[src/rtl/reg_alu_datapath_pkg.sv]
// ---------------------------------------------------------------------------
// reg_alu_datapath_pkg
//   Shared definitions for the register-to-register execution datapath:
//   the default data width, the register-index width and the ALU operation
//   encodings driven on alu_control by the control unit.
// ---------------------------------------------------------------------------
package reg_alu_datapath_pkg;

  // Default data width of registers and ALU.
  localparam int XLEN = 32;

  // Default number of architectural registers.
  localparam int NREGS = 32;

  // Register-number ports are always 5 bits wide.
  localparam int REG_IDX_W = 5;

  // Width of the ALU operation select.
  localparam int ALU_OP_W = 4;

  // ALU operation encodings. Codes not listed here produce a zero result.
  typedef enum logic [ALU_OP_W-1:0] {
    ALU_AND  = 4'b0000,
    ALU_OR   = 4'b0001,
    ALU_ADD  = 4'b0010,
    ALU_XOR  = 4'b0011,
    ALU_SLL  = 4'b0100,
    ALU_SRL  = 4'b0101,
    ALU_SUB  = 4'b0110,
    ALU_SLT  = 4'b0111,
    ALU_SRA  = 4'b1000,
    ALU_SLTU = 4'b1001,
    ALU_NOR  = 4'b1100
  } alu_op_e;

endpackage : reg_alu_datapath_pkg

[src/rtl/reg_alu_datapath_regfile.sv]
// ---------------------------------------------------------------------------
// dp_regfile
//   NREGS x XLEN architectural register file with two asynchronous read
//   ports and one synchronous write port.
//
//   Ports:
//     clock          rising-edge clock
//     reset          synchronous, active-low; loads register i with value i
//     read_reg_num1  read port 1 index
//     read_reg_num2  read port 2 index
//     read_data1     read port 1 data (combinational)
//     read_data2     read port 2 data (combinational)
//     write_reg      write port index
//     write_data     write port data
//     write_en       write enable, sampled on the rising edge
//
//   x0 is hardwired to zero on both read ports and ignores writes. Reads do
//   not bypass a write in flight: the old value is seen until the edge.
// ---------------------------------------------------------------------------
module dp_regfile
  import reg_alu_datapath_pkg::*;
#(
  parameter int XLEN  = reg_alu_datapath_pkg::XLEN,
  parameter int NREGS = reg_alu_datapath_pkg::NREGS
) (
  input  logic                 clock,
  input  logic                 reset,
  input  logic [REG_IDX_W-1:0] read_reg_num1,
  input  logic [REG_IDX_W-1:0] read_reg_num2,
  output logic [XLEN-1:0]      read_data1,
  output logic [XLEN-1:0]      read_data2,
  input  logic [REG_IDX_W-1:0] write_reg,
  input  logic [XLEN-1:0]      write_data,
  input  logic                 write_en
);

  logic [XLEN-1:0] regs [NREGS];

  // Reset has priority over a pending write-back. The reset image (index
  // value in each register) gives the bench known operands without needing
  // a load path.
  always_ff @(posedge clock) begin
    if (!reset) begin
      for (int i = 0; i < NREGS; i++) begin
        regs[i] <= XLEN'(i);
      end
    end else if (write_en && (write_reg != '0)) begin
      regs[write_reg] <= write_data;
    end
  end

  // x0 is forced to zero at the read mux so its storage content never
  // matters.
  always_comb begin
    read_data1 = '0;
    read_data2 = '0;
    if (read_reg_num1 != '0) begin
      read_data1 = regs[read_reg_num1];
    end
    if (read_reg_num2 != '0) begin
      read_data2 = regs[read_reg_num2];
    end
  end

endmodule : dp_regfile

[src/rtl/reg_alu_datapath.sv]
// ---------------------------------------------------------------------------
// reg_alu_datapath
//   Register-to-register execution datapath: the register file feeds a
//   combinational ALU whose result is written back to the register file on
//   the rising clock edge when regwrite is set.
//
//   Ports:
//     clock          rising-edge clock
//     reset          synchronous, active-low; registers return to x[i] = i
//     read_reg_num1  rs1 index (ALU operand A)
//     read_reg_num2  rs2 index (ALU operand B)
//     write_reg      rd index (write-back destination, x0 ignored)
//     alu_control    ALU operation select (see alu_op_e)
//     regwrite       write-back enable
//     zero_flag      high while the ALU result is zero (combinational)
// ---------------------------------------------------------------------------
module reg_alu_datapath
  import reg_alu_datapath_pkg::*;
#(
  parameter int XLEN  = reg_alu_datapath_pkg::XLEN,
  parameter int NREGS = reg_alu_datapath_pkg::NREGS
) (
  input  logic                 clock,
  input  logic                 reset,
  input  logic [REG_IDX_W-1:0] read_reg_num1,
  input  logic [REG_IDX_W-1:0] read_reg_num2,
  input  logic [REG_IDX_W-1:0] write_reg,
  input  logic [ALU_OP_W-1:0]  alu_control,
  input  logic                 regwrite,
  output logic                 zero_flag
);

  // Shift amounts use only the low bits of operand B.
  localparam int SHAMT_W = $clog2(XLEN);

  logic [XLEN-1:0]        operand_a;
  logic [XLEN-1:0]        operand_b;
  logic signed [XLEN-1:0] operand_a_s;
  logic signed [XLEN-1:0] operand_b_s;
  logic [SHAMT_W-1:0]     shamt;
  logic [XLEN-1:0]        alu_result;

  dp_regfile #(
    .XLEN  (XLEN),
    .NREGS (NREGS)
  ) u_regfile (
    .clock         (clock),
    .reset         (reset),
    .read_reg_num1 (read_reg_num1),
    .read_reg_num2 (read_reg_num2),
    .read_data1    (operand_a),
    .read_data2    (operand_b),
    .write_reg     (write_reg),
    .write_data    (alu_result),
    .write_en      (regwrite)
  );

  assign operand_a_s = operand_a;
  assign operand_b_s = operand_b;
  assign shamt       = operand_b[SHAMT_W-1:0];

  // The result feeds straight back into the register file; since the write
  // happens only at the edge, rs == rd forms no combinational loop.
  always_comb begin
    alu_result = '0;
    case (alu_control)
      ALU_AND:  alu_result = operand_a & operand_b;
      ALU_OR:   alu_result = operand_a | operand_b;
      ALU_ADD:  alu_result = operand_a + operand_b;
      ALU_XOR:  alu_result = operand_a ^ operand_b;
      ALU_SLL:  alu_result = operand_a << shamt;
      ALU_SRL:  alu_result = operand_a >> shamt;
      ALU_SUB:  alu_result = operand_a - operand_b;
      ALU_SLT:  alu_result = {{(XLEN-1){1'b0}}, (operand_a_s < operand_b_s)};
      ALU_SRA:  alu_result = operand_a_s >>> shamt;
      ALU_SLTU: alu_result = {{(XLEN-1){1'b0}}, (operand_a < operand_b)};
      ALU_NOR:  alu_result = ~(operand_a | operand_b);
      default:  alu_result = '0;
    endcase
  end

  assign zero_flag = (alu_result == '0);

endmodule : reg_alu_datapath

[config.mk]
export PLATFORM = sky130hd
export DESIGN_NAME = reg_alu_datapath
export DESIGN_NICKNAME = d
export VERILOG_FILES = /design/src/rtl/reg_alu_datapath_pkg.sv /design/src/rtl/reg_alu_datapath_regfile.sv /design/src/rtl/reg_alu_datapath.sv
export SDC_FILE = /design/constraint.sdc
export NUM_CORES = 2
export LEC_CHECK = 0
export CORE_MARGIN = 8
export CORE_UTILIZATION = 45
export CTS_CLUSTER_DIAMETER = 60
export DETAILED_ROUTE_END_ITERATION = 6
export GPL_TIMING_DRIVEN = 0
export HOLD_SLACK_MARGIN = 0.08
export PLACE_DENSITY = 0.67
export SYNTH_ARGS = -nofsm -noshare
export SYNTH_HDL_FRONTEND = slang
export SYNTH_SLANG_ARGS = --single-unit
[constraint.sdc]
create_clock -name clock -period 11.77 [get_ports clock]
set_input_delay 2.354 -clock clock [delete_from_list [all_inputs] [get_ports clock]]
set_output_delay 2.354 -clock clock [all_outputs]
set_load 0.01 [all_outputs]
# ---- After elaboration in Yosys (flattened, before gate mapping)
# Memory sizes are Yosys's and may differ from the RTL's.
# Index checks and enable logic that the tools add are counted.
# Widths: inputs -> output; s select.
dict set report totals {
  regBits 0
  mem_bits_rw 1024
  word_cells 39
  memories 1
}
# name depth width rd rd_ports_with_merged_regs write_ports line
set memory_table {}
lappend memory_table {u_regfile.regs 32 32 2 0 32 reg_alu_datapath_regfile.sv:37} ;# logic [XLEN-1:0] regs [NREGS];
dict set report classes {
  addsub 2
  n_lt_le_gt_ge 2
  n_eq_ne 10
  shift 3
  muxes 10
  n_bitwise 4
  reduce_logical 7
}
# operator n
set ops {}
lappend ops {{$pmux 32 s11} 1}
lappend ops {{$mux 32} 3}
lappend ops {{$lt 32x32->1} 2}
lappend ops {{$add 32x32->32} 1}
lappend ops {{$and 32x32->32} 1}
lappend ops {{$logic_not 32->1} 1}
lappend ops {{$not 32->32} 1}
lappend ops {{$or 32x32->32} 1}
lappend ops {{$reduce_or 32->1} 1}
lappend ops {{$shl 32x5->32} 1}
lappend ops {{$shr 32x5->32} 1}
lappend ops {{$sshr 32x5->32} 1}
lappend ops {{$sub 32x32->32} 1}
lappend ops {{$xor 32x32->32} 1}
lappend ops {{$eq 4x3->1 const B} 4}
lappend ops {{$reduce_bool 5->1} 3}
lappend ops {{$eq 4x4->1 const B} 3}
lappend ops {{$eq 4x2->1 const B} 2}
lappend ops {{$mux 1} 5}
lappend ops {{$mux 5} 1}
lappend ops {{$eq 4x1->1 const B} 1}
lappend ops {{$logic_not 4->1} 1}
lappend ops {{$logic_and 1x1->1} 1}

# ---- Depth between registers and ports, before layout
dict set report depth {
  ltp_word 7
  mapped_depth 31
  depth_no_buf 22
}

# ---- Hierarchy
# A second synthesis with hierarchy kept.
dict set report hier_totals {
  cells_unflattened 5013
  area_unflattened_um2 64720.8
}
# mod instances cells_per_inst area_per_inst_um2 seq_area_each_um2
set by_module_without_submodules {}
lappend by_module_without_submodules {dp_regfile 1 3522 54258.3 30749.5}
lappend by_module_without_submodules {reg_alu_datapath 1 1491 10462.5 0.0}

# ---- Least setup slack after synthesis
# Ideal clock, no wire load.
dict set report synth_path {
  path_type {input-to-output}
  start {input read_reg_num2[0]}
  end {output zero_flag}
  arrival_time_ns 8.947
  slack_ns 0.469
  stages 26
  path_cell_list {buf_4 -> buf_4 -> buf_2 -> clkbuf_1 -> clkbuf_1 -> buf_1 -> mux4_2 -> mux4_2 -> mux2_2 -> nand2_1 -> ha_1 -> clkbuf_1 -> and2_1 -> or4_1 -> o21ai_0 -> a31oi_1 -> a21oi_1 -> o21ai_0 -> or2_2 -> o31ai_1 -> xnor2_1 -> a2111oi_1 -> nand4_1 -> nor3_1 -> and4_1 -> and4_1}
}
dict set report synth_between {
  elab_chain_len 6
}
# item line
set synth_lines {}
lappend synth_lines {{start, declared} reg_alu_datapath.sv:26} ;# input logic [REG_IDX_W-1:0] read_reg_num2,
lappend synth_lines {{$mem_v2 32x32 / $reduce_bool 5->1 (equally long branches)} --}
lappend synth_lines {{$mux 32 *} reg_alu_datapath_regfile.sv:60} ;# if (read_reg_num2 != '0) begin
lappend synth_lines {{branches (longest 2 deep; another with $sub 32x32->32)} --}
lappend synth_lines {{$pmux 32 s11 *} reg_alu_datapath.sv:66} ;# case (alu_control)
lappend synth_lines {{$logic_not 32->1 *} reg_alu_datapath.sv:82} ;# assign zero_flag = (alu_result == '0);
lappend synth_lines {{end, declared} reg_alu_datapath.sv:30} ;# output logic zero_flag
# Every way passes the cells marked *.

# ---- Final worst setup path
dict set report layout_path {
  start {input read_reg_num1[3]}
  end {output zero_flag}
}
dict set report layout_between {
  elab_chain_len 6
}
# item line
set layout_lines {}
lappend layout_lines {{start, declared} reg_alu_datapath.sv:25} ;# input logic [REG_IDX_W-1:0] read_reg_num1,
lappend layout_lines {{$mem_v2 32x32 / $reduce_bool 5->1 (equally long branches)} --}
lappend layout_lines {{$mux 32 *} reg_alu_datapath_regfile.sv:57} ;# if (read_reg_num1 != '0) begin
lappend layout_lines {{branches (longest 2 deep; another with $sub 32x32->32)} --}
lappend layout_lines {{$pmux 32 s11 *} reg_alu_datapath.sv:66}
lappend layout_lines {{$logic_not 32->1 *} reg_alu_datapath.sv:82}
# Marked as above.

==> flow_metrics.py <==
metrics = {
    "run_status": {
        "status": "finished with violations",
        "violations": "design-rule violations, max-capacitance violations, max-slew violations, negative setup slack",
    },
    "worst_setup_path": {
        "cp.required_ps": 9420,
        "end_kind": "output port",
        "path_max_fanout": 12,
        "path_class": "in -> out",
        "worstPathArrival_ps": 9630,
        "cp-start-kind": "input port",
    },
    "logic_synthesis": {
        "synth_top_family_by_area": "multiplexers",
        "synth_top_area_share_pct": 50.5,
        "syn_inst": 4844,
        "post_synth_xor_area_fraction_pct": 0.316,
        "postSynthAreaPerCell_um2": 12.6,
        "synth_area_leaders": "edfxtp_1, mux4_2, nor2_1",
        "synthAdderAreaFrac_pct": 2.24,
        "ys_types": 88,
        "ys_seq_area_share_pct": 50.5,
        "synth_warnings": 0,
        "synth-seq-cells": 1024,
        "synth_area_um2": 60900,
        "synth_compound_area_share_pct": 7.72,
        "async_flop_share_pct": 0,
        "synthMuxAreaShare_pct": 23.7,
        "yosys.area.top_type": "edfxtp_1",
        "synth_edf_count": 1024,
        "synthFlopType": "edfxtp_1",
        "synth-simple-area-share_pct": 11.3,
    },
    "layout": {
        "mostFrequentLayoutCells": "nor2_1, edfxtp_1, mux4_2",
        "nets": 5234,
        "seq_area_um2": 30700,
        "largest_reg_flops": 1024,
        "area_growth_pct": 15.4,
        "final_common_cell": "nor2_1",
        "fillers": 11500,
        "multi_input_area_um2": 28500,
        "regMostFlops": "u_regfile.regs",
        "drive_above_1_share_pct": 24.6,
        "reg.largest.list": "u_regfile.regs x1024",
        "fin_util_pct": 52.1,
        "fin_cells": 7003,
    },
    "clocking": {
        "clock_latency_ps": 750,
        "cts_tree": "built",
        "clock_path_buffers": 3,
        "cts_buffers": 110,
        "ctsHtreeMaxLevel": 3,
        "cts_hold_buf": 0,
        "clock_sinks": 1024,
        "clk_pin_slew_ps": 60,
        "cts-root-buf": "clkbuf_16",
    },
    "sta": {
        "drv_slew": 11,
        "min_period_over_period_pct": 102,
        "max_freq_ghz": 0.0835,
        "slew_headroom_pct": -6.18,
        "hold_viol": 0,
        "min_period_ps": 11980,
        "tightest_slew_ps": 1590,
        "finalSetupViolCount": 1,
        "skew_ps": 48.0,
        "setup_slack_ps": -211,
    },
    "place": {
        "place.gp.congestion": 1.09,
        "dp_cells": 6717,
        "dp_hpwl_um": 209000,
        "portBuffers": 16,
    },
    "die": {
        "die_h_um": 384,
        "core_area_um2": 135000,
        "io_pins": 23,
        "die_x_um": 384,
        "fp.dieArea_um2": 147000,
        "rows": 135,
        "initial_core_util_pct": 45.1,
    },
    "routing": {
        "vias": 51500,
        "ant_nets": 0,
        "drc": 1,
        "firstDrtPassIters": 7,
        "first_iter_violations": 11000,
        "wire_per_inst_um": 42.0,
        "drt_wl_total_um": 294000,
        "viasPerCell": 7.36,
    },
    "grt": {
        "grt_pass1_vias": 48400,
        "grt_max_degree": 28,
        "grt_usage_pct": 38.8,
        "antenna_found_initial": 17,
        "grt_pass1_wl_um": 394000,
        "grt_overflow": 0,
    },
    "run": {
        "cap_violations": 1,
    },
    "power_and_ir_drop": {
        "leakage_nw": 24.6,
        "power_density_nw_per_um2": 151,
        "vdd_drop_max_mv": 0.134,
    },
    "min_path": {
        "hold_path_class": "reg -> reg",
    },
}
## final timing paths
check | endpoint | from | slack (ps) | cells past startpoint
worst min register to register | u_regfile.regs[14][30]$_SDFFCE_PN0P_ | u_regfile.regs[6][30]$_SDFFCE_PN0P_ | 1770 | 9
worst max register to register | u_regfile.regs[12][31]$_SDFFCE_PN0P_ | u_regfile.regs[22][3]$_SDFFCE_PN0P_ | 4420 | 24
worst max-delay path | zero_flag | read_reg_num1[3] | -210 | 20
worst min-delay path | u_regfile.regs[14][30]$_SDFFCE_PN0P_ | u_regfile.regs[6][30]$_SDFFCE_PN0P_ | 1770 | 9
## where the power goes
group / leakage (nW) / switching, mW / internal [mW] / total [mW]
Clock: 1.73 / 1.54 / 1.97 / 3.51
Combinational: 12.5 / 2.03 / 0.886 / 2.92
Sequential: 10.4 / 0.0690 / 4.14 / 4.21
## layer usage
metal  track usage (%)  vias up  wire (um)
li1                  -    19100          -
met1              43.9    25400      90000
met2              55.1     5516     121000
met3              19.7     1542      51600
met4              30.7        6      31600
met5              1.59        -        116
## final cells by class
cell class,instances,area share (%)
buffer,461,4.64
clock inverter,72,0.935
timing repair buffer,135,2.20
inverter,99,0.534
clock buffer,131,4.12
sequential,1024,43.7
antenna,27,0.0961
tap,1781,3.17
multi-input combinational,3273,40.6
## logic make-up after synthesis
kind of cell    count (synthesis)
simple gates                 1658
flops                        1024
mux                           814
compound gates                639
buf+inv                       578
fa+ha+maj                     108
xor+xnor                       22
other cells                     1
## stage by stage
stage               cell area [um2]  power, mW  setup slack, ps  hold WS [ps]  TNS (ps)
global route                  70200       10.7            -6.82          1860     -6.82
CTS                           69200       10.3             1.00          1710         0
global placement              63400       6.77            -4630          1710   -414170
detailed placement            64300       6.82            -3640          1620   -141140
finish                        70300       10.6             -211          1770      -211
floorplan                     61000       5.71              469          1160         0
## synthesized netlist by cell type, types with 7 or more instances
master,number
mux2_2,110
edfxtp_1,1024
o31ai_1,9
o21ai_0,68
a31oi_1,18
nor4_1,12
a211oi_1,22
mux4_2,491
inv_1,94
nor2_1,1085
nor3_1,32
and4_1,7
nand3_1,97
buf_6,27
a22oi_1,54
and2_1,15
o221ai_1,53
a22o_1,32
a221oi_1,61
buf_1,50
clkbuf_1,330
nand2b_1,19
o21bai_1,10
o22ai_1,36
mux2i_1,209
a2bb2oi_1,14
nand3_2,18
nand2_1,293
nand4_1,19
o211ai_1,21
a211o_1,33
buf_4,25
o21ai_1,7
a21o_1,16
a221o_1,8
buf_2,45
a21oi_1,103
ha_1,106
xnor2_1,19
nor2b_1,11
and3_1,9
## critical path, cell delays in order
cell             delay [ps]
clkdlybuf4s15_2         350
and2_4                  330
clkbuf_2                350
clkbuf_4                460
a22oi_1                 270
nand4_1                 930
nand3_4                 460
buf_4                   240
mux2i_1                 140
mux2i_1                 420
mux2i_1                 230
a32oi_1                 380
and4_1                  360
clkbuf_1                610
nand4_1                 160
or4_1                   550
nor3_1                  190
and4_1                  200
and4_2                  300
clkdlybuf4s15_2         260
## repair_timing
action | in CTS | in global routing
endpoints found under the hold margin | 0 | 0
endpoints found under the setup margin | 17 | 1
setup buffers | 15 | 59
pin swaps | 15 | 23
gates resized for setup | 448 | 197
Power figures use the tool's default switching activity.
